<file path="src/rtl/i2c_bus_sequencer.sv">
// -----------------------------------------------------------------------------
// i2c_bus_sequencer
// Master-side I2C byte sequencer on the 10 MHz domain. It runs
// Start / chip address / register address / data / Stop phases and drives
// open-drain SCL/SDA. It exports the current bus state and the per-state tick
// timer that the register-address calculator consumes.
//
// Optional feature: define I2C_CLK_STRETCH_EN to honour slave clock
// stretching. Without it, i_SCL is ignored and bit timing is fixed.
//
// Ports
//   i_clk10MHz, i_RST_n      clock, async active-low reset
//   i_Go/i_RW/i_Chip_Addr/   command, captured when i_Go is seen in Idle
//   i_Byte_Count
//   i_Reg_Addr               register address, sampled at Reg_Addr_Send tick 0
//   i_Read_Setting_Flag      1 = device pointer already valid (current-addr read)
//   i_Wr_Data/o_Wr_Data_Req  write byte, consumed at Data_Send tick 0
//   i_SDA, i_SCL             pad inputs
//   o_SCL_Oe, o_SDA_Oe       1 = pull the line low
//   o_Current_State          Idle=0 Start=1 Chip=2 Reg=3 DSend=4 DRcv=5 Stop=6
//   o_Clock_Timer            tick count within state / byte
//   o_Rd_Data/o_Data_Valid   received byte + one-cycle strobe
//   o_Busy, o_Nack_Err       busy level, sticky slave-NACK flag
// -----------------------------------------------------------------------------
module i2c_bus_sequencer #(
    parameter int BIT_TICKS = 25
) (
    input  logic       i_clk10MHz,
    input  logic       i_RST_n,
    input  logic       i_Go,
    input  logic       i_RW,
    input  logic [6:0] i_Chip_Addr,
    input  logic [7:0] i_Byte_Count,
    input  logic [7:0] i_Reg_Addr,
    input  logic       i_Read_Setting_Flag,
    input  logic [7:0] i_Wr_Data,
    input  logic       i_SDA,
    input  logic       i_SCL,
    output logic       o_SCL_Oe,
    output logic       o_SDA_Oe,
    output logic [2:0] o_Current_State,
    output logic [7:0] o_Clock_Timer,
    output logic       o_Wr_Data_Req,
    output logic [7:0] o_Rd_Data,
    output logic       o_Data_Valid,
    output logic       o_Busy,
    output logic       o_Nack_Err
);
    localparam logic [4:0] BT_LAST  = 5'(BIT_TICKS - 1);
    localparam logic [4:0] BT_HALF  = 5'(BIT_TICKS / 2);
    localparam logic [4:0] BT_SAMP  = 5'((3 * BIT_TICKS) / 4);
    localparam logic [7:0] T_BIT    = 8'(BIT_TICKS);
    localparam logic [7:0] T_STOP_H = 8'(BIT_TICKS + BIT_TICKS / 2);
    localparam logic [7:0] T_PHASE  = 8'(2 * BIT_TICKS - 1);
    localparam logic [7:0] T_RXDONE = 8'(8 * BIT_TICKS - 1);
    localparam logic [7:0] T_BYTE   = 8'(9 * BIT_TICKS - 1);

    typedef enum logic [2:0] {
        S_IDLE  = 3'd0,
        S_START = 3'd1,
        S_CHIP  = 3'd2,
        S_REG   = 3'd3,
        S_DSEND = 3'd4,
        S_DRCV  = 3'd5,
        S_STOP  = 3'd6
    } state_t;

    state_t     state, state_nxt;
    logic [7:0] timer, timer_nxt;
    logic [4:0] bit_tick;              // tick within the current bit
    logic [3:0] bit_idx;               // 0..7 data, 8 = ACK
    logic       rw_q;
    logic [6:0] chip_q;
    logic [7:0] remain_q;              // data bytes still to move, incl. current
    logic [7:0] tx_q, rx_q;
    logic       nack_q;                // NACK seen on the current byte
    logic [7:0] tx_live, tx_cur;
    logic       byte_st, stall, byte_end, phase_end, last_byte, samp_now;
    logic       scl_oe, sda_oe;

    assign byte_st   = (state == S_CHIP) || (state == S_REG) ||
                       (state == S_DSEND) || (state == S_DRCV);
    assign byte_end  = byte_st && !stall && (timer == T_BYTE);
    assign phase_end = (timer == T_PHASE);
    assign last_byte = (remain_q == 8'd1);
    assign samp_now  = byte_st && !stall && (bit_tick == BT_SAMP);

`ifdef I2C_CLK_STRETCH_EN
    // Slave holds SCL low while we have released it: freeze all timing.
    assign stall = byte_st && (bit_tick >= BT_HALF) && !i_SCL;
`else
    assign stall = 1'b0 & i_SCL;
`endif

    // The byte to shift is taken from its source on tick 0 and held in tx_q
    // afterwards; bit 7 goes out on tick 0 itself, so bypass the register then.
    always_comb begin
        tx_live = 8'h00;
        case (state)
            S_CHIP:  tx_live = {chip_q, rw_q & i_Read_Setting_Flag};
            S_REG:   tx_live = i_Reg_Addr;
            S_DSEND: tx_live = i_Wr_Data;
            default: tx_live = 8'h00;
        endcase
    end
    assign tx_cur = (timer == 8'd0) ? tx_live : tx_q;

    always_ff @(posedge i_clk10MHz or negedge i_RST_n) begin
        if (!i_RST_n) begin
            state <= S_IDLE;
            timer <= 8'd0;
        end else begin
            state <= state_nxt;
            timer <= timer_nxt;
        end
    end

    always_comb begin
        state_nxt = state;
        timer_nxt = stall ? timer : timer + 8'd1;
        scl_oe    = 1'b0;
        sda_oe    = 1'b0;
        case (state)
            S_IDLE: begin
                timer_nxt = 8'd0;
                if (i_Go) state_nxt = S_START;
            end
            S_START: begin
                sda_oe = (timer >= T_BIT);
                if (phase_end) begin
                    state_nxt = S_CHIP;
                    timer_nxt = 8'd0;
                end
            end
            S_CHIP: if (byte_end) begin
                timer_nxt = 8'd0;
                if (nack_q)       state_nxt = S_STOP;
                else if (tx_q[0]) state_nxt = S_DRCV;
                else              state_nxt = S_REG;
            end
            S_REG: if (byte_end) begin
                timer_nxt = 8'd0;
                if (nack_q)    state_nxt = S_STOP;
                else if (rw_q) state_nxt = S_START;   // repeated Start for read
                else           state_nxt = S_DSEND;
            end
            S_DSEND: if (byte_end) begin
                timer_nxt = 8'd0;
                if (nack_q || last_byte) state_nxt = S_STOP;
            end
            S_DRCV: if (byte_end) begin
                timer_nxt = 8'd0;
                if (last_byte) state_nxt = S_STOP;
            end
            S_STOP: begin
                scl_oe = (timer < T_BIT);
                sda_oe = (timer < T_STOP_H);
                if (phase_end) begin
                    state_nxt = S_IDLE;
                    timer_nxt = 8'd0;
                end
            end
            default: begin
                state_nxt = S_IDLE;
                timer_nxt = 8'd0;
            end
        endcase
        if (byte_st) begin
            scl_oe = (bit_tick < BT_HALF);
            if (bit_idx == 4'd8)
                sda_oe = (state == S_DRCV) && !last_byte;   // master ACK, NACK on last
            else
                sda_oe = (state != S_DRCV) && !tx_cur[3'd7 - bit_idx[2:0]];
        end
    end

    always_ff @(posedge i_clk10MHz or negedge i_RST_n) begin
        if (!i_RST_n) begin
            bit_tick     <= 5'd0;
            bit_idx      <= 4'd0;
            rw_q         <= 1'b0;
            chip_q       <= 7'd0;
            remain_q     <= 8'd0;
            tx_q         <= 8'd0;
            rx_q         <= 8'd0;
            nack_q       <= 1'b0;
            o_Rd_Data    <= 8'd0;
            o_Data_Valid <= 1'b0;
            o_Nack_Err   <= 1'b0;
        end else begin
            o_Data_Valid <= 1'b0;
            if (state == S_IDLE && i_Go) begin
                rw_q       <= i_RW;
                chip_q     <= i_Chip_Addr;
                remain_q   <= (i_Byte_Count == 8'd0) ? 8'd1 : i_Byte_Count;
                o_Nack_Err <= 1'b0;
            end
            if (state_nxt != state || byte_end) begin
                bit_tick <= 5'd0;
                bit_idx  <= 4'd0;
            end else if (byte_st && !stall) begin
                if (bit_tick == BT_LAST) begin
                    bit_tick <= 5'd0;
                    bit_idx  <= bit_idx + 4'd1;
                end else begin
                    bit_tick <= bit_tick + 5'd1;
                end
            end
            if (byte_st && timer == 8'd0) begin
                tx_q   <= tx_live;
                nack_q <= 1'b0;
            end
            if (samp_now && bit_idx != 4'd8)
                rx_q <= {rx_q[6:0], i_SDA};
            if (samp_now && bit_idx == 4'd8 && state != S_DRCV && i_SDA) begin
                nack_q     <= 1'b1;
                o_Nack_Err <= 1'b1;
            end
            // All 8 data bits are in by the last tick of bit 7.
            if (state == S_DRCV && !stall && timer == T_RXDONE) begin
                o_Rd_Data    <= rx_q;
                o_Data_Valid <= 1'b1;
            end
            if (byte_end && (state == S_DSEND || state == S_DRCV))
                remain_q <= remain_q - 8'd1;
        end
    end

    assign o_SCL_Oe        = scl_oe;
    assign o_SDA_Oe        = sda_oe;
    assign o_Current_State = state;
    assign o_Clock_Timer   = timer;
    assign o_Wr_Data_Req   = (state == S_DSEND) && (timer == 8'd0);
    assign o_Busy          = (state != S_IDLE);
endmodule

</file>
<file path="config.mk">
export PLATFORM = sky130hd
export DESIGN_NAME = i2c_bus_sequencer
export DESIGN_NICKNAME = d
export VERILOG_FILES = /design/src/rtl/i2c_bus_sequencer.sv
export SDC_FILE = /design/constraint.sdc
export NUM_CORES = 1
export LEC_CHECK = 0
export BUFFER_PORTS_ARGS = -buffer_cell sky130_fd_sc_hd__buf_2
export CAP_MARGIN = 0
export CELL_PAD_IN_SITES_DETAIL_PLACEMENT = 0
export CELL_PAD_IN_SITES_GLOBAL_PLACEMENT = 1
export CORE_UTILIZATION = 40
export CTS_BUF_LIST = sky130_fd_sc_hd__clkbuf_2 sky130_fd_sc_hd__clkbuf_4 sky130_fd_sc_hd__clkbuf_8
export DETAILED_ROUTE_END_ITERATION = 7
export MAX_ROUTING_LAYER = met4
export PLACE_DENSITY = 0.87
export SLEW_MARGIN = 0
export SYNTH_ARGS = -nofsm -noshare
export SYNTH_HDL_FRONTEND = slang
export SYNTH_SLANG_ARGS = --single-unit
</file>
<file path="constraint.sdc">
create_clock -name i_clk10MHz -period 2.46 [get_ports i_clk10MHz]
set_clock_uncertainty 0.15 [all_clocks]
set_input_delay 0.492 -clock i_clk10MHz [delete_from_list [all_inputs] [get_ports i_clk10MHz]]
set_output_delay 0.492 -clock i_clk10MHz [all_outputs]
set_load 0.1 [all_outputs]
</file>
==> impl_metrics.csv, run 1 <==
group,metric,value,unit
outcome,outcome,"finished with violations",
outcome,violations,"negative setup slack",
detailed_routing,num_vias,3277,
layout,layout_commonest_cell,"nand2_1",
worst_setup_path,reg2reg_slack,0.11,ns
worst_setup_path,critical_path_class,"reg2out",
pwr,vdd_drop_max,0.213,mV
layout,fin_util,55.6,%
sta,max_freq,0.294,GHz
hold_path,hp-start,"i_Chip_Addr[3]",
sta,final_hold_viol_count,0,
grt,grt_max_degree,38,
clock_tree,insertion_delay,0.34,ns
detailed_routing,wl_per_cell,15.1,um
sta,drv_slew,0,
grt,grt_pass1_vias,3130,
worst_setup_path,cp-end-kind,"output port",
layout,nets,549,
logic_synthesis,mappedNetlistArea,0.00356,sq mm
grt,antenna_found_initial,0,
hold_path,worstHoldEndpoint,"chip_q[3]",
grt,grt_pass1_wl,15000,um
detailed_routing,drtAntennaViolNets,0,
layout,drive_gt1_share,38.0,%
worst_setup_path,r2r_end,"rx_q[0]",
pwr,power_leakage,2.29,nW
worst_setup_path,startpoint_type,"flop",
floorplan,io_pins,63,
pwr,powerDensity,444,mW/mm^2
logic_synthesis,synth-seq-cells,63,
logic_synthesis,syn_nets,442,
clock_tree,cts_tree,"yes",
detailed_routing,vias_per_cell,5.35,
worst_setup_path,rr_worst_depth,9,
floorplan,num_rows,34,
layout,fillerInstances,771,
floorplan,core_area,0.00868,sq mm
logic_synthesis,yosysSeqAreaShare,44.3,%
floorplan,dieArea,0.00929,sq mm
grt,grt_usage,21.9,%
sta,fin_crit,3.41,ns
hold_path,hold_path.class,"in2reg",
logic_synthesis,postSynthAreaPerCell,9.06,sq um
detailed_routing,drt_iter0_markers,200,
worst_setup_path,rr_startpoint,"o_Current_State[1]",
place,portBuffers,61,
detailed_routing,drc,0,
run,maxCapViolations,0,
layout,num_antenna_cells,0,
sta,setup_ws,-0.947,ns
sta,post-route-period-util,138,%
layout,syn2layout_area_growth,35.4,%
worst_setup_path,crit_required,1.82,ns
clock_tree,clkSinkCount,63,
grt,overflow,0,
sta,slew-limit-headroom,65.5,%
place,routabilityCongestion,0.897,
worst_setup_path,cp.arrival,2.76,ns
detailed_routing,firstDrtPassIters,5,
clock_tree,path_clk_slew,0.08,ns
clock_tree,cts_max_level,3,
sta,tightest_slew,0.517,ns
floorplan,die_h,96.4,um
hold_path,holdPathStages,3,
floorplan,initial_core_util,41.0,%
clock_tree,clk_path_buf_depth,2,
logic_synthesis,yosys_warnings,0,
logic_synthesis,synth_edf_count,0,
detailed_routing,finalWirelength,9230,um
sta,setup_viol,3,
sta,rsz0062_at_grt,"true",
layout,final_cell_mix,"62 x nand2_1, 57 x buf_2, 52 x dfrtp_1",
logic_synthesis,synthArstFlopShare,100,%
logic_synthesis,syn_inst,393,
logic_synthesis,synth_top_flop_cell,"dfrtp_1",
place,place_hpwl,6800,um
floorplan,die_w,96.4,um
worst_setup_path,critPathMaxFanout,5,
pwr,fin_total_pwr,0.00214,W
logic_synthesis,ys_types,54,
clock_tree,root_buffer,"clkbuf_8",
clock_tree,numCtsBuffers,9,
## cell usage after synthesis (8+ instances only)
| library cell | n | area share [%] |
|---|---|---|
| nor3_1 | 11 | 1.5 |
| inv_1 | 17 | 1.8 |
| o21ai_0 | 24 | 3.4 |
| clkbuf_1 | 10 | 1.1 |
| a21oi_1 | 25 | 3.5 |
| nand3_1 | 8 | 1.1 |
| mux2_2 | 19 | 6.0 |
| ha_1 | 11 | 3.9 |
| nor2_1 | 42 | 4.4 |
| dfrtp_1 | 63 | 44 |
| nand2_1 | 63 | 6.6 |
## per-stage QoR
stage	instance area [sq um]	cells	setup TNS, ns	worst slack (ns)	hold slack [ns]
after floorplan	3650	393	-1.97	-0.985	0.0464
final	4820	613	-1.48	-0.947	0.187
after global placement	4440	594	-0.729	-0.555	0.309
after global routing	4820	613	-1.68	-1.04	0.191
after CTS	4790	614	-1.75	-0.943	0.175
after detailed placement	4440	594	-0.821	-0.631	0.317
## layout make-up
type / count / area, sq um / area share, %
clock buffers: 9 / 124 / 2.57
multi-input cells: 294 / 2000 / 41.5
flip-flops and latches: 63 / 1600 / 33.2
clock inverters: 7 / 103 / 2.13
inverters: 17 / 68.8 / 1.43
repair buffers: 115 / 788 / 16.3
well taps: 108 / 135 / 2.80
## report_power, final
part            total, W  switching (W)  leakage, nW  internal [W]
Sequential       0.00103              0        0.797       0.00103
Clock            0.00104       0.000458        0.111      0.000585
Combinational  0.0000647      0.0000356         1.38     0.0000291
## routing by layer
metal | GRT usage, % | vias up | part of all wire (%)
li1 | - | 1595 | -
met5 | - | - | 0
met1 | 28.6 | 1581 | 48
met4 | 5.02 | 0 | 0.77
met2 | 35.4 | 90 | 47
met3 | 4.23 | 11 | 4.2
## registers in the layout (all words and copies together) (netlist names)
signal	cells
bit_idx	4
o_Data_Valid	1
o_Clock_Timer	8
chip_q	7
bit_tick	5
o_Nack_Err	1
rw_q	1
nack_q	1
remain_q	8
o_Rd_Data	8
tx_q	8
rx_q	8
o_Current_State	3
## logic make-up after synthesis
logic type / count (synthesis) / synth area share, %
adders and majority gates: 11 / 3.86
buffers and inverters: 37 / 4.57
AOI/OAI and AO/OA: 87 / 15.8
muxes: 26 / 7.97
xor gates and xnor gates: 9 / 2.21
DFF: 63 / 44.3
and+or+nand+nor: 160 / 21.3
## critical path: stages, from the launching register on
cell	delay [ns]
dfrtp_4	0.49
inv_4	0.07
ha_4	0.13
or4b_4	0.51
or2_4	0.32
a21oi_2	0.16
a221oi_2	0.07
a211o_1	0.26
a31oi_4	0.20
buf_12	0.20
## what timing repair did
item / CTS / global route
setup buffers: 3 / 1
pin swaps: 11 / 9
endpoints found under the setup margin: 4 / 12
gates cloned: 1 / 0
gates resized for setup: 17 / 9
hold buffers: 1 / 0
endpoints found under the hold margin: 18 / 0
## worst max-delay path by stage
stage / start / to / slack [ns] / cells after the start
detailed placement: o_Clock_Timer[1] / o_SDA_Oe / -0.63 / 9
CTS: o_Clock_Timer[0] / o_SDA_Oe / -0.94 / 9
global placement: o_Clock_Timer[1] / o_SDA_Oe / -0.55 / 9
global route: o_Clock_Timer[0] / o_SDA_Oe / -1.04 / 9
floorplan: o_Clock_Timer[1] / o_SDA_Oe / -0.98 / 9
finish: o_Clock_Timer[0] / o_SDA_Oe / -0.95 / 9
No activity file was read; power rests on OpenSTA's default activity.
==> inputs of run 2 (changes only) <==
--- a/config.mk
+++ b/config.mk
@@ -5,15 +5,16 @@
 export SDC_FILE = /design/constraint.sdc
 export NUM_CORES = 1
 export LEC_CHECK = 0
+export ABC_AREA = 1
 export BUFFER_PORTS_ARGS = -buffer_cell sky130_fd_sc_hd__buf_2
 export CAP_MARGIN = 0
 export CELL_PAD_IN_SITES_DETAIL_PLACEMENT = 0
 export CELL_PAD_IN_SITES_GLOBAL_PLACEMENT = 1
-export CORE_UTILIZATION = 40
+export CORE_UTILIZATION = 38
 export CTS_BUF_LIST = sky130_fd_sc_hd__clkbuf_2 sky130_fd_sc_hd__clkbuf_4 sky130_fd_sc_hd__clkbuf_8
 export DETAILED_ROUTE_END_ITERATION = 7
 export MAX_ROUTING_LAYER = met4
-export PLACE_DENSITY = 0.87
+export PLACE_DENSITY = 0.86
 export SLEW_MARGIN = 0
 export SYNTH_ARGS = -nofsm -noshare
 export SYNTH_HDL_FRONTEND = slang
==> run 2 against run 1 <==
Effect of this change:
- the flow still finishes with violations (negative setup slack)
- design area is 3.9% higher
- critical path depth up 5
- via count grew 7.5%
- setup slack gained 0.40 ns
- critical path type unchanged
- largest power group unchanged
==> impl_metrics.csv, run 2 <==
group,metric,value,unit
sta,drv_slew,0,
worst_setup_path,cp.arrival,2.37,ns
worst_setup_path,critPathMaxFanout,5,
logic_synthesis,synth.most_common_cell,"nand2_1",
logic_synthesis,mappedNetlistArea,0.00361,sq mm
layout,fin_util,54.5,%
floorplan,io_pins,63,
outcome,outcome,"finished with violations",
logic_synthesis,syn_inst,475,
place,routabilityCongestion,0.873,
worst_setup_path,crit_family,"simple AND/OR/NAND/NOR gates",
layout,num_antenna_cells,0,
layout,nets,648,
sta,slew-limit-headroom,67.0,%
clock_tree,cts_tree,"yes",
worst_setup_path,path_buf_inv,3,
pwr,vdd_drop_max,0.250,mV
logic_synthesis,yosys_warnings,0,
logic_synthesis,synth_edf_count,0,
clock_tree,root_buffer,"clkbuf_8",
logic_synthesis,postSynthAreaPerCell,7.59,sq um
worst_setup_path,cp_cell_sequence,"inv_4 -> ha_4 -> inv_4 -> nor2_4 -> nand3_4 -> nor2_4 -> nand2_1 -> nand2_1 -> nand2_1 -> nand3_1 -> nand2_1 -> a21oi_2 -> nor2_4 -> buf_12",
logic_synthesis,synthArstFlopShare,100,%
sta,rsz0062_at_grt,"true",
sta,post-route-period-util,122,%
place,portBuffers,61,
detailed_routing,vias_per_cell,4.93,
layout,fillerInstances,881,
layout,layout_commonest_cell,"nand2_1",
logic_synthesis,synth-seq-cells,63,
logic_synthesis,yosysTopAreaCell,"dfrtp_1",
floorplan,die_h,99.4,um
clock_tree,insertion_delay,0.35,ns
place,dpl-instance-area,0.00452,sq mm
logic_synthesis,synth_top_flop_cell,"dfrtp_1",
sta,setup_viol,3,
clock_tree,clkSinkCount,63,
place,place_hpwl,7010,um
worst_setup_path,cp-end-kind,"output port",
hold_path,hold_path.class,"in2reg",
run,maxCapViolations,0,
worst_setup_path,critical_path_class,"reg2out",
clock_tree,cts_max_level,3,
sta,max_freq,0.332,GHz
floorplan,initial_core_util,39.2,%
sta,worst_hold_slack,0.185,ns
detailed_routing,drc,0,
logic_synthesis,yosysSeqAreaShare,43.7,%
outcome,violations,"negative setup slack",
layout,final_cell_mix,"141 x nand2_1, 58 x buf_2, 52 x dfrtp_1",
logic_synthesis,synth_top_area_share,43.7,%
floorplan,die_w,99.4,um
clock_tree,numCtsBuffers,9,
worst_setup_path,cpPeakStageDelay,0.49,ns
pwr,power_leakage,2.52,nW
logic_synthesis,syn_nets,524,
detailed_routing,drtAntennaViolNets,0,
logic_synthesis,synth_top_cells_by_area,"dfrtp_1 44%, nand2_1 16%, inv_1 5.0%",
grt,grt_max_degree,39,
grt,grt_pass1_wl,16300,um
detailed_routing,wl_per_cell,13.4,um
grt,grt_pass1_vias,3510,
pwr,powerDensity,462,mW/mm^2
detailed_routing,firstDrtPassIters,5,
worst_setup_path,startpoint_type,"flop",
sta,tightest_slew,0.499,ns
grt,antenna_found_initial,0,
sta,fin_crit,3.01,ns
worst_setup_path,crit_required,1.82,ns
clock_tree,path_clk_slew,0.07,ns
grt,overflow,0,
floorplan,num_rows,35,
clock_tree,clk_path_buf_depth,2,
floorplan,core_area,0.00920,sq mm
worst_setup_path,slowest_stage,"dfrtp_4",
layout,design_area,0.00501,sq mm
grt,grt_usage,21.6,%
pwr,fin_total_pwr,0.00232,W
logic_synthesis,ys_top_cells_by_count,"150 x nand2_1, 63 x dfrtp_1, 48 x inv_1",
logic_synthesis,ys_types,34,
detailed_routing,drt_iter0_markers,203,
sta,setup_ws,-0.549,ns
layout,syn2layout_area_growth,39.1,%
detailed_routing,num_vias,3522,
detailed_routing,finalWirelength,9560,um
worst_setup_path,critPathMostFrequentCell,"nand2_1",
layout,drive_gt1_share,34.6,%
sta,final_hold_viol_count,0,
floorplan,dieArea,0.00988,sq mm
-- run 2: changes by cell type after synthesis, sizes merged, moves of 7 or more --
cell	change
a31oi	-7
buf	-9
inv	+40
mux2	-19
mux2i	-7
nand2	+93
nand2b	-7
nand3	+27
nand4	+9
-- run 2: metrics by stage --
step                      setup TNS, ns  cells  setup WS, ns
after floorplan                  -0.436    475        -0.289
after global placement           -0.337    690        -0.337
after detailed placement         -0.394    690        -0.394
after CTS                         -1.00    716        -0.559
after global routing              -1.80    715        -0.697
final                            -0.799    715        -0.549
-- run 2: final cells by class --
cell class,instances,area [sq um],share of cell area (%)
repair buffers,118,825,16.4
clock inverters,7,143,2.84
inverters,58,225,4.49
clock buffers,9,124,2.47
well taps,111,139,2.77
multi-input cells,349,1950,39.0
flip-flops and latches,63,1610,32.0
-- run 2: cells by family after synthesis --
logic type               after synthesis  synth area share, %
AO/OA/AOI/OAI                         65                 10.8
AND/OR/NAND/NOR                      262                 32.6
adder cells (fa/ha/maj)               11                 3.82
flip-flops                            63                 43.7
XOR/XNOR                              10                 2.43
buffers and inverters                 64                 6.70
-- run 2: tightest hold or removal path, delay by kind of cell --
family	cells	cell delay, ns
buffers and inverters	1	0.07
and+or+nand+nor	2	0.08
-- run 2: final timing paths --
path,endpoint,slack [ns],cells after the start,from
setup / recovery,o_SDA_Oe,-0.55,14,o_Clock_Timer[0]
hold / removal,chip_q[5],0.18,3,i_Chip_Addr[5]
setup reg to reg,bit_idx[2],0.09,16,o_Clock_Timer[1]
hold reg to reg,tx_q[1],0.33,2,tx_q[1]
max in group asynchronous,o_Current_State[2],1.13,3,i_RST_n
min in group asynchronous,o_Rd_Data[5],0.32,2,i_RST_n
-- run 2: metal layers --
layer | vias to the layer above | GRT usage [%] | part of all wire [%]
li1 | 1796 | - | -
met4 | 0 | 6.22 | 1.5
met2 | 77 | 35.3 | 48
met5 | - | - | 0
met3 | 17 | 4.22 | 4.1
met1 | 1632 | 27.4 | 46
-- run 2: where the power goes --
part	leakage [nW]	switching, W	internal, W
logic	1.62	0.0000321	0.0000240
clock network	0.134	0.000442	0.000781
registers	0.763	0.000000232	0.00104
total	2.52	0.000475	0.00184
-- run 2: repair_timing --
| action | CTS | global route |
|---|---|---|
| setup endpoints to repair | 6 | 17 |
| endpoints found under the hold margin | 2 | 0 |
| resized for setup | 23 | 18 |
| setup buffers | 8 | 1 |
| cloned | 1 | 0 |
| pin swaps | 13 | 21 |
| hold buffers | 1 | 0 |
